<file path="src/rtl/bira_fault_cam.sv">
// Fault-collection CAM for BIRA: classifies BIST faults into pivots/non-pivots and tracks must-repair flags.
// Optional build macro BIRA_DUP_FILTER_EN discards faults that exactly match any stored entry.
module bira_fault_cam #(
  parameter int ROW_W   = 10,
  parameter int COL_W   = 10,
  parameter int BANK_W  = 2,
  parameter int PCAM    = 8,
  parameter int NPCAM   = 30,
  parameter int R_SPARE = 4,
  parameter int C_SPARE = 4,
  localparam int PW = $clog2(PCAM),
  localparam int CW = $clog2(NPCAM + 1),
  localparam int E  = 1 + BANK_W + ROW_W + COL_W
) (
  input  logic                      clk,
  input  logic                      rst,
  input  logic                      fault_valid,
  output logic                      fault_ready,
  input  logic [ROW_W-1:0]          row_addr,
  input  logic [COL_W-1:0]          col_addr,
  input  logic [BANK_W-1:0]         bank_addr,
  input  logic                      test_end,
  input  logic                      ana_ack,
  output logic [PCAM*(E+2)-1:0]     pivot_entries,
  output logic [NPCAM*(E+PW)-1:0]   npivot_entries,
  output logic [PW:0]               pivot_cnt,
  output logic [CW-1:0]             npivot_cnt,
  output logic                      early_term,
  output logic                      cam_done
);

  typedef enum logic [1:0] {S_COLLECT = 2'd0, S_TERM = 2'd1, S_DONE = 2'd2} state_t;

  state_t              r_state, w_state_nxt;
  logic                r_p_valid [PCAM];
  logic [BANK_W-1:0]   r_p_bank  [PCAM];
  logic [ROW_W-1:0]    r_p_row   [PCAM];
  logic [COL_W-1:0]    r_p_col   [PCAM];
  logic                r_p_mr    [PCAM];
  logic                r_p_mc    [PCAM];
  logic [CW-1:0]       r_p_rcnt  [PCAM];
  logic [CW-1:0]       r_p_ccnt  [PCAM];
  logic                r_n_valid [NPCAM];
  logic [BANK_W-1:0]   r_n_bank  [NPCAM];
  logic [ROW_W-1:0]    r_n_row   [NPCAM];
  logic [COL_W-1:0]    r_n_col   [NPCAM];
  logic [PW-1:0]       r_n_ptr   [NPCAM];
  logic [PW:0]         r_pivot_cnt;
  logic [CW-1:0]       r_npivot_cnt;
  logic                r_early_term;

  logic                w_row_hit, w_col_hit, w_dup;
  logic [PW-1:0]       w_row_idx, w_col_idx;
  logic [CW-1:0]       w_rcnt_nxt, w_ccnt_nxt;
  logic                w_set_mr, w_set_mc;
  logic                w_accept, w_is_pivot, w_overflow, w_wr_p, w_wr_n, w_clear;

  // Pivots are unique per bank in row and column, so at most one hit of each kind.
  always_comb begin
    w_row_hit = 1'b0;
    w_col_hit = 1'b0;
    w_row_idx = '0;
    w_col_idx = '0;
    for (int i = 0; i < PCAM; i++) begin
      if (r_p_valid[i] && r_p_bank[i] == bank_addr && r_p_row[i] == row_addr) begin
        w_row_hit = 1'b1;
        w_row_idx = PW'(i);
      end
      if (r_p_valid[i] && r_p_bank[i] == bank_addr && r_p_col[i] == col_addr) begin
        w_col_hit = 1'b1;
        w_col_idx = PW'(i);
      end
    end
  end

`ifdef BIRA_DUP_FILTER_EN
  always_comb begin
    w_dup = 1'b0;
    for (int i = 0; i < PCAM; i++)
      if (r_p_valid[i] && r_p_bank[i] == bank_addr && r_p_row[i] == row_addr && r_p_col[i] == col_addr)
        w_dup = 1'b1;
    for (int j = 0; j < NPCAM; j++)
      if (r_n_valid[j] && r_n_bank[j] == bank_addr && r_n_row[j] == row_addr && r_n_col[j] == col_addr)
        w_dup = 1'b1;
  end
`else
  assign w_dup = 1'b0;
`endif

  // Saturating sharing counters; must flags compare the post-increment count plus one.
  assign w_rcnt_nxt = (r_p_rcnt[w_row_idx] == CW'(NPCAM)) ? r_p_rcnt[w_row_idx] : r_p_rcnt[w_row_idx] + CW'(1);
  assign w_ccnt_nxt = (r_p_ccnt[w_col_idx] == CW'(NPCAM)) ? r_p_ccnt[w_col_idx] : r_p_ccnt[w_col_idx] + CW'(1);
  assign w_set_mr   = ({1'b0, w_rcnt_nxt} + (CW+1)'(1)) > (CW+1)'(C_SPARE);
  assign w_set_mc   = ({1'b0, w_ccnt_nxt} + (CW+1)'(1)) > (CW+1)'(R_SPARE);

  assign w_accept   = fault_valid && (r_state == S_COLLECT) && !w_dup;
  assign w_is_pivot = !w_row_hit && !w_col_hit;
  assign w_overflow = w_accept && (w_is_pivot ? (r_pivot_cnt == (PW+1)'(PCAM))
                                              : (r_npivot_cnt == CW'(NPCAM)));
  assign w_wr_p     = w_accept && w_is_pivot && !w_overflow;
  assign w_wr_n     = w_accept && !w_is_pivot && !w_overflow;
  assign w_clear    = rst || ((r_state == S_DONE) && ana_ack);

  // State register.
  always_ff @(posedge clk) begin
    if (rst) r_state <= S_COLLECT;
    else     r_state <= w_state_nxt;
  end

  // Next-state logic.
  always_comb begin
    w_state_nxt = r_state;
    case (r_state)
      S_COLLECT: if (test_end) w_state_nxt = S_DONE;
                 else if (w_overflow) w_state_nxt = S_TERM;
                 else w_state_nxt = S_COLLECT;
      S_TERM:    if (test_end) w_state_nxt = S_DONE;
                 else w_state_nxt = S_TERM;
      S_DONE:    if (ana_ack) w_state_nxt = S_COLLECT;
                 else w_state_nxt = S_DONE;
      default:   w_state_nxt = S_COLLECT;
    endcase
  end

  // Output decode and entry packing.
  always_comb begin
    fault_ready = (r_state == S_COLLECT);
    cam_done    = (r_state == S_DONE);
    pivot_entries  = '0;
    npivot_entries = '0;
    for (int i = 0; i < PCAM; i++)
      pivot_entries[i*(E+2) +: (E+2)] = {r_p_valid[i], r_p_bank[i], r_p_row[i], r_p_col[i], r_p_mr[i], r_p_mc[i]};
    for (int j = 0; j < NPCAM; j++)
      npivot_entries[j*(E+PW) +: (E+PW)] = {r_n_valid[j], r_n_bank[j], r_n_row[j], r_n_col[j], r_n_ptr[j]};
  end

  assign pivot_cnt  = r_pivot_cnt;
  assign npivot_cnt = r_npivot_cnt;
  assign early_term = r_early_term;

  // CAM storage, counts and sticky overflow flag.
  always_ff @(posedge clk) begin
    if (w_clear) begin
      for (int i = 0; i < PCAM; i++) begin
        r_p_valid[i] <= 1'b0;
        r_p_bank[i]  <= '0;
        r_p_row[i]   <= '0;
        r_p_col[i]   <= '0;
        r_p_mr[i]    <= 1'b0;
        r_p_mc[i]    <= 1'b0;
        r_p_rcnt[i]  <= '0;
        r_p_ccnt[i]  <= '0;
      end
      for (int j = 0; j < NPCAM; j++) begin
        r_n_valid[j] <= 1'b0;
        r_n_bank[j]  <= '0;
        r_n_row[j]   <= '0;
        r_n_col[j]   <= '0;
        r_n_ptr[j]   <= '0;
      end
      r_pivot_cnt  <= '0;
      r_npivot_cnt <= '0;
      r_early_term <= 1'b0;
    end else begin
      if (w_overflow) r_early_term <= 1'b1;
      if (w_wr_p)     r_pivot_cnt  <= r_pivot_cnt + (PW+1)'(1);
      if (w_wr_n)     r_npivot_cnt <= r_npivot_cnt + CW'(1);
      for (int i = 0; i < PCAM; i++) begin
        if (w_wr_p && r_pivot_cnt == (PW+1)'(i)) begin
          r_p_valid[i] <= 1'b1;
          r_p_bank[i]  <= bank_addr;
          r_p_row[i]   <= row_addr;
          r_p_col[i]   <= col_addr;
        end
        if (w_wr_n && w_row_hit && w_row_idx == PW'(i)) begin
          r_p_rcnt[i] <= w_rcnt_nxt;
          if (w_set_mr) r_p_mr[i] <= 1'b1;
        end
        if (w_wr_n && w_col_hit && w_col_idx == PW'(i)) begin
          r_p_ccnt[i] <= w_ccnt_nxt;
          if (w_set_mc) r_p_mc[i] <= 1'b1;
        end
      end
      for (int j = 0; j < NPCAM; j++) begin
        if (w_wr_n && r_npivot_cnt == CW'(j)) begin
          r_n_valid[j] <= 1'b1;
          r_n_bank[j]  <= bank_addr;
          r_n_row[j]   <= row_addr;
          r_n_col[j]   <= col_addr;
          r_n_ptr[j]   <= w_row_hit ? w_row_idx : w_col_idx;
        end
      end
    end
  end

endmodule

</file>
<file path="config.mk">
export PLATFORM = sky130hd
export DESIGN_NAME = bira_fault_cam
export DESIGN_NICKNAME = d
export VERILOG_FILES = /design/src/rtl/bira_fault_cam.sv
export SDC_FILE = /design/constraint.sdc
export NUM_CORES = 1
export LEC_CHECK = 0
export ABC_AREA = 1
export ABC_CLOCK_PERIOD_IN_PS = 12770
export CELL_PAD_IN_SITES_DETAIL_PLACEMENT = 0
export CELL_PAD_IN_SITES_GLOBAL_PLACEMENT = 2
export CORE_AREA = 2 2 394 396
export DETAILED_ROUTE_END_ITERATION = 8
export DIE_AREA = 0 0 396 398
export PLACE_DENSITY = 0.78
export REMOVE_ABC_BUFFERS = 1
export SLEW_MARGIN = 20
export SYNTH_ARGS = -nofsm -noshare
export SYNTH_HDL_FRONTEND = slang
export SYNTH_SLANG_ARGS = --single-unit
</file>
<file path="constraint.sdc">
create_clock -name clk -period 12.77 [get_ports clk]
set_clock_uncertainty 0.1 [all_clocks]
set_input_delay 2.554 -clock clk [delete_from_list [all_inputs] [get_ports clk]]
set_output_delay 2.554 -clock clk [all_outputs]
set_load 0.005 [all_outputs]
</file>
# Yosys cells after proc, flatten, opt, wreduce, memory -nomap -nowiden
# Memory sizes are Yosys's and may differ from the RTL's.
# Index checks and enable logic that the tools add are counted.
dict set report classes {
  n_lt_le_gt_ge 2
  bitwise 214
  reduce_logical 98
  muxes 467
  add_sub_neg 6
  eq_ne 80
}
# operator n
set op_table {}
lappend op_table {{10-bit 2-to-1 mux} 76}
lappend op_table {{1-bit 2-to-1 mux} 288}
lappend op_table {{1-bit OR} 214}
lappend op_table {{10-bit equality test} 16}
lappend op_table {{3-bit 2-to-1 mux} 43}
lappend op_table {{5-bit 2-to-1 mux} 18}
lappend op_table {{1-bit logical AND} 88}
lappend op_table {{5-bit equality test, second input constant} 17}
lappend op_table {{2-bit 2-to-1 mux} 41}
lappend op_table {{5-bit by 4-bit equality test with 1-bit output, second input constant} 8}
lappend op_table {{3-bit equality test, second input constant} 8}
lappend op_table {{5-bit by 3-bit equality test with 1-bit output, second input constant} 4}
lappend op_table {{2-bit equality test} 8}
lappend op_table {{4-bit by 3-bit equality test with 1-bit output, second input constant} 4}
lappend op_table {{5-bit by 1-bit adder with 5-bit output, second input constant} 3}
lappend op_table {{5-bit by 1-bit adder with 6-bit output, second input constant} 2}
lappend op_table {{3-bit by 2-bit equality test with 1-bit output, second input constant} 4}
lappend op_table {{6-bit by 3-bit > comparator with 1-bit output, second input constant} 2}
lappend op_table {{5-bit by 2-bit equality test with 1-bit output, second input constant} 2}
lappend op_table {{4-bit by 2-bit equality test with 1-bit output, second input constant} 2}
lappend op_table {{3-bit by 1-bit equality test with 1-bit output, second input constant} 2}
lappend op_table {{3-bit logical NOT} 2}
lappend op_table {{2-bit case mux with 3 select lines} 1}
lappend op_table {{5-bit by 1-bit equality test with 1-bit output, second input constant} 1}
lappend op_table {{10 further kinds} 13}
dict set report word_totals {
  output_inout_bits 992
  ff_bits 12
  in_bits 27
  n_memories 13
  ram_bits 1060
}
# name words width rd rd_clocked_by_memory_dff wr line
set mem_list {}
lappend mem_list {r_n_col 30 10 30 0 30 46} ;# logic [COL_W-1:0] r_n_col [NPCAM];
lappend mem_list {r_n_row 30 10 30 0 30 45} ;# logic [ROW_W-1:0] r_n_row [NPCAM];
lappend mem_list {r_n_ptr 30 3 30 0 30 47} ;# logic [PW-1:0] r_n_ptr [NPCAM];
lappend mem_list {r_p_col 8 10 8 0 8 38} ;# logic [COL_W-1:0] r_p_col [PCAM];
lappend mem_list {r_p_row 8 10 8 0 8 37} ;# logic [ROW_W-1:0] r_p_row [PCAM];
lappend mem_list {r_n_bank 30 2 30 0 30 44} ;# logic [BANK_W-1:0] r_n_bank [NPCAM];
lappend mem_list {{+7 memories} n/a n/a n/a n/a n/a n/a}

# Depth between registers and ports, before layout
# Gate-level depths: netlist of the first run.
# An unclocked memory read counts as a cell.
dict set report depth {
  ltp_word 24
  mapped_depth 29
  depth_no_buf 28
}

# Worst setup path before layout of the first run
# OpenSTA, ideal clock, no wires.
dict set report synth_timing {
  path_type {input to register}
  start {input bank_addr[1]}
  end {memory r_n_bank[21][0] (netlist: r_n_bank[1][10]), enable pin}
  cell_stages 21
  setup_time_ns 0.445
  setup_slack_ns 5.741
  arrival_time_ns 6.484
  required_ns 12.225
  cell_sequence {buf_2 -> xor2_1 -> nor2_2 -> inv_2 -> nor2_1 -> nand2_2 -> nand2_1 -> inv_2 -> nand2_2 -> inv_2 -> nand2_2 -> inv_2 -> nand2_1 -> nor2_1 -> nand4_1 -> nand2_1 -> inv_2 -> nand2_4 -> nor2_2 -> inv_1 -> o21ai_0}
}
# item line
set synth_lines {}
lappend synth_lines {{start: declaration} 21} ;# input logic [BANK_W-1:0] bank_addr,
lappend synth_lines {{end: declaration} 44}

==> summary.md, run 1 <==
The port buffer count works out to 1018. Multiplexer cells account for 0% of the synthesized area. The tools report the count of nets left with antenna violations after detail routing as 0. The clock passes through at most 3 buffers.

Slowest stage cell on the critical path: sky130_fd_sc_hd__nand2_1. The aggregate global-route resource usage was 23.2%; the worst-margin pin slew was 1.17 ns. After synthesis, the mean cell area works out to 12.4 um^2. Worst hold path endpoint: r_n_valid[0][8]$_DFF_P_. The synthesized netlist devotes 1.81% of its cell area to XOR and XNOR gates.

The cell accounting for the most synthesized area is sky130_fd_sc_hd__edfxtp_1. The clock transition at the registers of the reported paths was 0.06 ns; the post-layout net count was 4479. After detailed placement, the design holds a cell count of 6369.

The run gives 144 as the floorplan row count. The worst register-to-register path ends at r_p_col[0][1]$_SDFFCE_PN0P_. The H-tree was split into 3 levels. The run gives 1019 as the top-level I/O count.

For the area of the multi-input gates, the log shows 8680 um^2. In the synthesized netlist, the cells that appear most often are 1028 x sky130_fd_sc_hd__edfxtp_1, 929 x sky130_fd_sc_hd__nor2_1, 418 x sky130_fd_sc_hd__nand2_1. The setup path with the least slack is of type input pin to flop. The via count of the first global-routing pass is 29900.

The run gives 114 as the number of buffers created by CTS. The floorplan step defined a die boundary enclosing 158000 um^2. The worst-skew pair later-pin latency is 0.77 ns, and the final number of hold-violating endpoints is 0. The run gives 31800 um^2 as the storage element area. The run gives 6584 as the final standard cell count with taps included and fillers excluded. The filler cells instantiated in the layout total 14700. Of all flip-flops after synthesis, the portion carrying an async set or reset was 0%. The routed design has 189 mm of wire.

TritonCTS built the clock tree. Clock period minus final worst setup slack: 7.69 ns. For this run, the detailed router's first-pass iteration total came to 5. VDD sags by at most 110 uV. Ranked by total cell area, the synthesized netlist is headed by sky130_fd_sc_hd__edfxtp_1 73%, sky130_fd_sc_hd__nor2_1 8.3%, sky130_fd_sc_hd__nand2_1 3.7%. The clock drives 1072 sinks. The run gives 30700 as the via count. The area growth from synthesis to layout was 39.2%; the post-synthesis simple-gate area fraction was 17.0%. The core box area is 153000 um^2, and the die height is 398 um. Effective utilization at floorplan: 27.5%.

The maximum single-stage delay on the critical path came out at 0.81 ns. Along the worst hold path, the cell count comes to 2. The number of antenna violations at the first check in global routing is 11.

The signal on the critical path passes through clkdlybuf4s50_1 > inv_2 > nor2_1 > nor3_1 > nand2_1 > nor2_1 > nand2_2 > nand2_1 > inv_2 > nand2_2 > inv_2 > nand2_2 > inv_2 > a21oi_4 > nand3_1 > nand2_1 > inv_2 > nand2_1 > nor2_1 > inv_1 > nand2_1. The tightest min-delay check is of the flop to flop type. During synthesis, Yosys emitted a total of 0 warnings. The count of routing violations after the opening detailed-route iteration is 2563, and the count of distinct cell types in the synthesized netlist is 48. Adding up every negative setup slack in the final design gives 0 ns. Counting cells, the worst reg-to-reg path comes to 19. The leakage power summed over all cells came out at 21.6 nW. The kind of cell with the highest combined delay along the critical path is simple AND/OR/NAND/NOR gates.

The average routed wire per standard cell was 28.7 um. The die width is 396 um, and the highest achievable clock rate is 130 MHz. The total setup buffers inserted after CTS is 0. The global-route wire length before repair is 251 mm. The type of element launching the critical path is an input pin. The worst path uses 60.2% of the clock period. By instance count, the leading cell after synthesis is sky130_fd_sc_hd__edfxtp_1. Hold timing on the final database bottoms out at a slack of 0.351 ns.

The kind of end point of the critical path is a flop. The tool flagged a number of max-cap violations equal to 0. At the end of routability-driven placement, the weighted congestion stood at 0.890.

After synthesis, the largest family of logic cells by area is simple AND/OR/NAND/NOR gates. The post-route netlist has 8.57% of its cells at a drive strength greater than 1. Of all nets on the critical path, the largest fanout is 23. Gates resized during post-CTS repair numbered 0. For the detailed placement HPWL, the log shows 136 mm. The largest net degree at the start of global routing was 57.

The worst path required time came out at 12.92 ns. The tools report the startpoint of the most critical hold path as r_n_valid[0][8]$_DFF_P_. The final-report setup violation count came out at 0. Summed over all layers, the global routing overflow is 0. Data arrives at the worst endpoint at 7.84 ns. The compound-cell area share of the yosys netlist works out to 1.11%.

The share of the core filled with cells was 38.3%. In this run the cell area measured after placement is 54800 um^2. The critical path contains buffers and inverters numbering 7 combined.

In this run the cell area of the synthesized design comes to 42100 um^2. The fraction of the yosys area taken by sequential cells came out at 75.4%. The tree is rooted in a sky130_fd_sc_hd__clkbuf_16. Counting flops with a built-in enable in the synthesized netlist gives 1028.

The area share of the leading cell type in the synthesized netlist came out at 73.3%. Power spread over the standard cell area amounts to 145 nW/um^2. The number of synthesized register bits was 1072.

The most used flip-flop cell after synthesis is sky130_fd_sc_hd__edfxtp_1. Setup repair after global routing left no endpoint under its margin. In the routed layout, each cell is associated on average with a via count of 4.66.

Counting every instance in the synthesized netlist gives 3386. The tools report the final max-slew violation count as 0. In the routed design, unresolved DRC markers number 0. The finished cells cover 58700 um^2.

In this run the register-to-register setup slack is 7.29 ns. The reg-to-reg critical path startpoint is r_p_bank[1][7]$_DFFE_PP_. For the relative max-transition margin, the log shows 21.7%. Summing the areas of all fa, ha and maj instances in the mapped netlist gives 0.327% of the synthesized area. Buffers inserted to repair hold after CTS numbered 0. The flow ran to the end, and the final reports show no timing, DRC or antenna violations.
layout by cell type, fill, tap and decap left out, types with 3 or more instances in the layout:
cell / count
sky130_fd_sc_hd__a21oi_1: 21
sky130_fd_sc_hd__a21oi_2: 3
sky130_fd_sc_hd__buf_4: 62
sky130_fd_sc_hd__bufinv_16: 13
sky130_fd_sc_hd__clkbuf_1: 13
sky130_fd_sc_hd__clkbuf_16: 115
sky130_fd_sc_hd__clkdlybuf4s50_1: 1018
sky130_fd_sc_hd__clkinv_1: 21
sky130_fd_sc_hd__clkinv_16: 3
sky130_fd_sc_hd__clkinv_2: 26
sky130_fd_sc_hd__clkinv_4: 6
sky130_fd_sc_hd__clkinvlp_4: 11
sky130_fd_sc_hd__dfxtp_1: 44
sky130_fd_sc_hd__edfxtp_1: 1028
sky130_fd_sc_hd__ha_1: 11
sky130_fd_sc_hd__inv_1: 248
sky130_fd_sc_hd__inv_2: 47
sky130_fd_sc_hd__inv_6: 5
sky130_fd_sc_hd__nand2_1: 408
sky130_fd_sc_hd__nand2_2: 18
sky130_fd_sc_hd__nand2_4: 8
sky130_fd_sc_hd__nand3_1: 110
sky130_fd_sc_hd__nand3_2: 3
sky130_fd_sc_hd__nand3b_1: 45
sky130_fd_sc_hd__nand4_1: 53
sky130_fd_sc_hd__nor2_1: 916
sky130_fd_sc_hd__nor2_2: 32
sky130_fd_sc_hd__nor3_1: 44
sky130_fd_sc_hd__nor3b_1: 7
sky130_fd_sc_hd__nor4_1: 17
sky130_fd_sc_hd__o21ai_0: 40
sky130_fd_sc_hd__o21ai_4: 9
sky130_fd_sc_hd__or2_0: 3
sky130_fd_sc_hd__or2_1: 4
sky130_fd_sc_hd__or2_2: 12
sky130_fd_sc_hd__xnor2_1: 18
sky130_fd_sc_hd__xor2_1: 69
per-layer routing:
layer | vias up | track usage (%) | share of wire (%)
met1 | 15500 | 27.6 | 38
li1 | 13500 | - | -
met3 | 274 | 6.80 | 8.9
met5 | - | 0 | 0
met2 | 1394 | 40.2 | 50
met4 | 0 | 7.39 | 3.4
worst reg2reg max path, stage by stage, from the launching register on:
cell and delay [ns]:
sky130_fd_sc_hd__edfxtp_1 0.52, sky130_fd_sc_hd__xor2_1 0.20, sky130_fd_sc_hd__nor2_2 0.42, sky130_fd_sc_hd__inv_2 0.07, sky130_fd_sc_hd__nor2_1 0.13, sky130_fd_sc_hd__nand2_2 0.28
sky130_fd_sc_hd__nand2_1 0.22, sky130_fd_sc_hd__inv_2 0.05, sky130_fd_sc_hd__nand2_2 0.22, sky130_fd_sc_hd__inv_2 0.14, sky130_fd_sc_hd__nand2_2 0.14, sky130_fd_sc_hd__inv_2 0.07
sky130_fd_sc_hd__a21oi_4 0.23, sky130_fd_sc_hd__nand3_1 0.09, sky130_fd_sc_hd__nand2_1 0.14, sky130_fd_sc_hd__inv_2 0.09, sky130_fd_sc_hd__nand2_1 0.37, sky130_fd_sc_hd__nor2_1 0.11
sky130_fd_sc_hd__inv_1 0.56, sky130_fd_sc_hd__nand2_1 0.82
worst max path at each step:
stage	to	cells past startpoint	startpoint
global route	r_n_col[1][17]$_SDFFCE_PN0P_	22	row_addr[6]
CTS	r_n_col[1][12]$_SDFFCE_PN0P_	22	row_addr[6]
floorplan	r_n_bank[1][10]$_DFFE_PP_	4	rst
global placement	r_n_col[1][17]$_SDFFCE_PN0P_	22	row_addr[5]
finish	r_p_col[0][1]$_SDFFCE_PN0P_	21	row_addr[6]
detailed placement	r_n_col[1][10]$_SDFFCE_PN0P_	22	row_addr[6]
per-stage QoR:
stage,power (mW),setup WS (ns)
CTS,8.59,5.18
global placement,5.18,4.42
detailed placement,5.18,4.39
global route,8.76,4.65
floorplan,4.48,5.20
finish,8.52,5.08
cell families after synthesis:
kind of cell | Yosys count
simple gates | 1688
flops | 1072
fa+ha+maj | 11
xor+xnor | 87
buf+inv | 444
compound gates | 84
sequential cells by signal, summed over array words and instances (netlist names), 40 cells and up:
signal and flops:
r_p_col 80, r_p_ccnt 40, r_p_row 80, r_n_bank 60, r_p_rcnt 40, r_n_ptr 90, r_n_row 300, r_n_col 300
report_power, final:
| part | switching [mW] | leakage, nW | internal (mW) |
|---|---|---|---|
| combinational | 0.528 | 8.69 | 0.378 |
| sequential | 0.120 | 11.1 | 4.08 |
| clock | 1.49 | 1.86 | 1.93 |
| total | 2.13 | 21.6 | 6.39 |
layout make-up:
| cell class | instances | share of cell area, % |
|---|---|---|
| sequential | 1072 | 54.1 |
| timing repair buffer | 1082 | 18.2 |
| multi-input combinational | 1870 | 14.8 |
| clock buffer | 129 | 5.01 |
| tap | 2044 | 4.36 |
| inverter | 301 | 1.95 |
| clock inverter | 84 | 1.54 |
| antenna | 2 | 0.00853 |
Power figures use the tool's default switching activity.
==> inputs of run 2 (changes only) <==
--- a/config.mk
+++ b/config.mk
@@ -6,7 +6,7 @@
 export NUM_CORES = 1
 export LEC_CHECK = 0
 export ABC_AREA = 1
-export ABC_CLOCK_PERIOD_IN_PS = 12770
+export ABC_CLOCK_PERIOD_IN_PS = 7400
 export CELL_PAD_IN_SITES_DETAIL_PLACEMENT = 0
 export CELL_PAD_IN_SITES_GLOBAL_PLACEMENT = 2
 export CORE_AREA = 2 2 394 396
==> constraint.sdc (replaced) <==
create_clock -name clk -period 7.4 [get_ports clk]
set_clock_uncertainty 0.1 [all_clocks]
set_input_delay 1.48 -clock clk [delete_from_list [all_inputs] [get_ports clk]]
set_output_delay 1.48 -clock clk [all_outputs]
set_load 0.005 [all_outputs]
==> run 2 against run 1 <==
Clock-buffer cell count rose by 7. Utilization rose by 0.25 points. Critical path depth rose by 2. First-iteration DRC count rose by 5.7%. Power rose by 73%. Routed wire length fell by 0.81%. Sequential share of layout area fell by 0.36 points. Die area did not move. Largest cell class unchanged.
==> summary.md, run 2 (synthesis gave the netlist of run 1 again) <==
Setup violations remaining at the end of the flow were counted as 0. Worst min-delay path category: flop to flop. TritonCTS built the clock tree. For the least setup slack across all paths after layout, the log shows 1.52 ns. Post-detailed-routing wire length: 187 mm. The logs give 3 for the number of buffers on the longest clock path and 7.52 ns for the worst path required time.

Row generation in the floorplan step produced 144 rows. In the final routed layout, each cell accounts on average for 28.3 um. The highest achievable clock rate is 170 MHz. Summing all multi-input logic gate instances after layout gives 8690 um^2. The portion of the clock cycle consumed by the worst path in the final layout was 79.4%. At the end of routability-driven placement, the weighted congestion stood at 0.913.

The worst pin sits at a relative slew slack of 20.0%. The count of nets left with antenna violations after detail routing was 0. The aggregate global-route resource usage came out at 23.1%. At the worst endpoint, the arrival time is 6.00 ns. The clock transition at the registers of the reported paths works out to 0.06 ns. The total of max-cap violations was 0; the worst setup slack before clock tree synthesis was 0.761 ns.

The type of the worst setup path was input pin to flop. The run gives 0 as the final number of hold-violating endpoints. The layout has 14700 filler cells. The tools report the reg-to-reg critical path startpoint as r_p_bank[1][2]$_SDFFCE_PN0P_. Before antenna repair, the detailed router went through 5 iterations. The tools report the root buffer selected by CTS as sky130_fd_sc_hd__clkbuf_16. Entering global routing, the biggest net connects 52 pins.

For this design, the sink count on the clock tree is 1072. The area growth from synthesis to layout works out to 40.1%. The startpoint identified for the worst hold timing path is r_n_valid[0][10]$_DFF_P_. The effective utilization at floorplan is 27.5%, and the leakage power summed over all cells is 21.9 nW.

Setup repair after global routing left no endpoint under its margin. Port buffer count: 1018. Detailed routing inserted a total of 30700 vias. For the number of antenna violations at the first check in global routing, the log shows 5. In this run the critical register-to-register path is captured at r_n_col[0][97]$_SDFFCE_PN0P_. The worst setup path is launched from an input pin.

The run gives 0 as the post-cts repair resize count. For the hold-fix buffer count after cts, the log shows 0. Counting instances, the worst hold path has a depth of 2. Kind of end point of the critical path: a flop. The sum of negative setup slack was 0 ns; the top-level I/O count was 1019. At the pin with the least slew margin, the transition time is 1.20 ns. Across the VDD grid, the largest voltage drop is 202 uV. The run gives 0 as the total setup buffers inserted after CTS.

The worst hold path terminates at r_n_valid[0][10]$_DFF_P_. The die width came out at 396 um. The post-layout net count came out at 4523.

In the layout the commonest cells are 1028 x sky130_fd_sc_hd__edfxtp_1, 1018 x sky130_fd_sc_hd__clkdlybuf4s50_1, 915 x sky130_fd_sc_hd__nor2_1. For this design the ratio of total power to cell area is 250 nW/um^2. The post-route DRC violation count was 0; the overall die area was 158000 um^2. Die height: 398 um. Peak fanout along the critical path: 27. The flow ran to the end, and the final reports show no timing, DRC or antenna violations.

Measured on the finished design, the core utilization comes to 38.5%. In this run the standard cell core region covers 153000 um^2. Summed over all nets, the half-perimeter wirelength after detailed placement is 136 mm.

The most common cell after layout, fill and taps aside is sky130_fd_sc_hd__edfxtp_1. The depth of the worst register-to-register path is 21, and the via density per instance is 4.63. The count of routing violations after the opening detailed-route iteration is 2710, and the total congestion overflow after global routing is 0. Registers take 31800 um^2. The first global-routing pass estimated 251 mm of wire. The number of buffers created by CTS was 115.

Setup slack on the worst reg-to-reg path comes out at 2.59 ns. In the final layout, the registers with the most flip-flops are r_n_col (300), r_n_row (300), r_n_ptr (90). Via count of the first global-routing pass: 30000. The post-route netlist has 9.23% of its cells at a drive strength greater than 1. The run gives 0 as the final max-slew violation count. The logs give 3 for the number of levels the H-tree was split into and 0.75 ns for the worst-skew pair later-pin latency. The routed design could run at a clock period as short as 5.88 ns.
run 2: cell count changes in the layout (fill, tap and decap cells not counted), sizes merged:
cell / previous run / this run
inv: 303 / 309
clkinv: 58 / 50
bufinv: 13 / 14
buf: 64 / 107
clkbuf: 129 / 136
clkinvlp: 11 / 5
run 2: layout make-up:
class	instances	area share, %
Multi-Input combinational cell	1870	14.7
Clock buffer	136	5.06
Tap cell	2044	4.33
Antenna cell	2	0.00847
Clock inverter	77	1.53
Inverter	301	1.94
Sequential cell	1072	53.8
Timing Repair Buffer	1125	18.7
run 2: worst max path at each step:
stage | endpoint | from
2_1_floorplan | r_n_bank[1][10]$_DFFE_PP_ | rst
3_3_place_gp | r_n_ptr[1][33]$_DFFE_PP_ | bank_addr[1]
3_5_place_dp | r_n_row[0][95]$_SDFFCE_PN0P_ | row_addr[5]
4_1_cts | r_n_row[0][92]$_SDFFCE_PN0P_ | row_addr[5]
5_1_grt | r_n_row[0][95]$_SDFFCE_PN0P_ | bank_addr[1]
6_report | r_n_col[0][97]$_SDFFCE_PN0P_ | row_addr[5]
run 2: worst max-delay path, stage by stage:
cell and delay, ns:
sky130_fd_sc_hd__clkdlybuf4s50_1 0.76, sky130_fd_sc_hd__inv_2 0.41, sky130_fd_sc_hd__nor2_1 0.10, sky130_fd_sc_hd__nor3_1 0.19, sky130_fd_sc_hd__nand2_1 0.08, sky130_fd_sc_hd__nor2_1 0.17, sky130_fd_sc_hd__nand2_2 0.07, sky130_fd_sc_hd__nand2_1 0.11
sky130_fd_sc_hd__inv_2 0.05, sky130_fd_sc_hd__nand2_2 0.22, sky130_fd_sc_hd__inv_2 0.13, sky130_fd_sc_hd__nand2_2 0.14, sky130_fd_sc_hd__inv_2 0.07, sky130_fd_sc_hd__a21oi_4 0.23, sky130_fd_sc_hd__nand3_1 0.12, sky130_fd_sc_hd__nand2_1 0.15
sky130_fd_sc_hd__inv_2 0.10, sky130_fd_sc_hd__nand2_4 0.14, sky130_fd_sc_hd__inv_4 0.08, sky130_fd_sc_hd__nand2_8 0.14, sky130_fd_sc_hd__inv_8 0.09, sky130_fd_sc_hd__nand2_4 0.25, sky130_fd_sc_hd__nand2_1 0.69
run 2: through the flow:
| step | area [um^2] | std cells | hold WS (ns) | total power, mW |
|---|---|---|---|---|
| 2_1_floorplan | 41400 | 3243 | 0.347 | 7.73 |
| 3_3_place_gp | 55100 | 6411 | 0.336 | 8.94 |
| 3_5_place_dp | 55100 | 6412 | 0.342 | 8.95 |
| 4_1_cts | 59000 | 6625 | 0.348 | 14.9 |
| 5_1_grt | 59000 | 6625 | 0.378 | 15.2 |
| 6_report | 59100 | 6627 | 0.348 | 14.8 |
run 2: per-layer routing:
layer	share of wire [%]	GRT usage [%]	vias to the layer above
met5	0.011	0	-
met4	2.9	6.59	4
met3	8.5	6.64	231
met2	50	40.5	1369
met1	38	27.3	15500
li1	-	-	13600
run 2: where the power goes:
part / internal, mW / switching [mW] / leakage, nW
sequential: 7.04 / 0.189 / 11.1
clock: 3.40 / 2.57 / 1.88
combinational: 0.664 / 0.920 / 8.89
total: 11.1 / 3.67 / 21.9
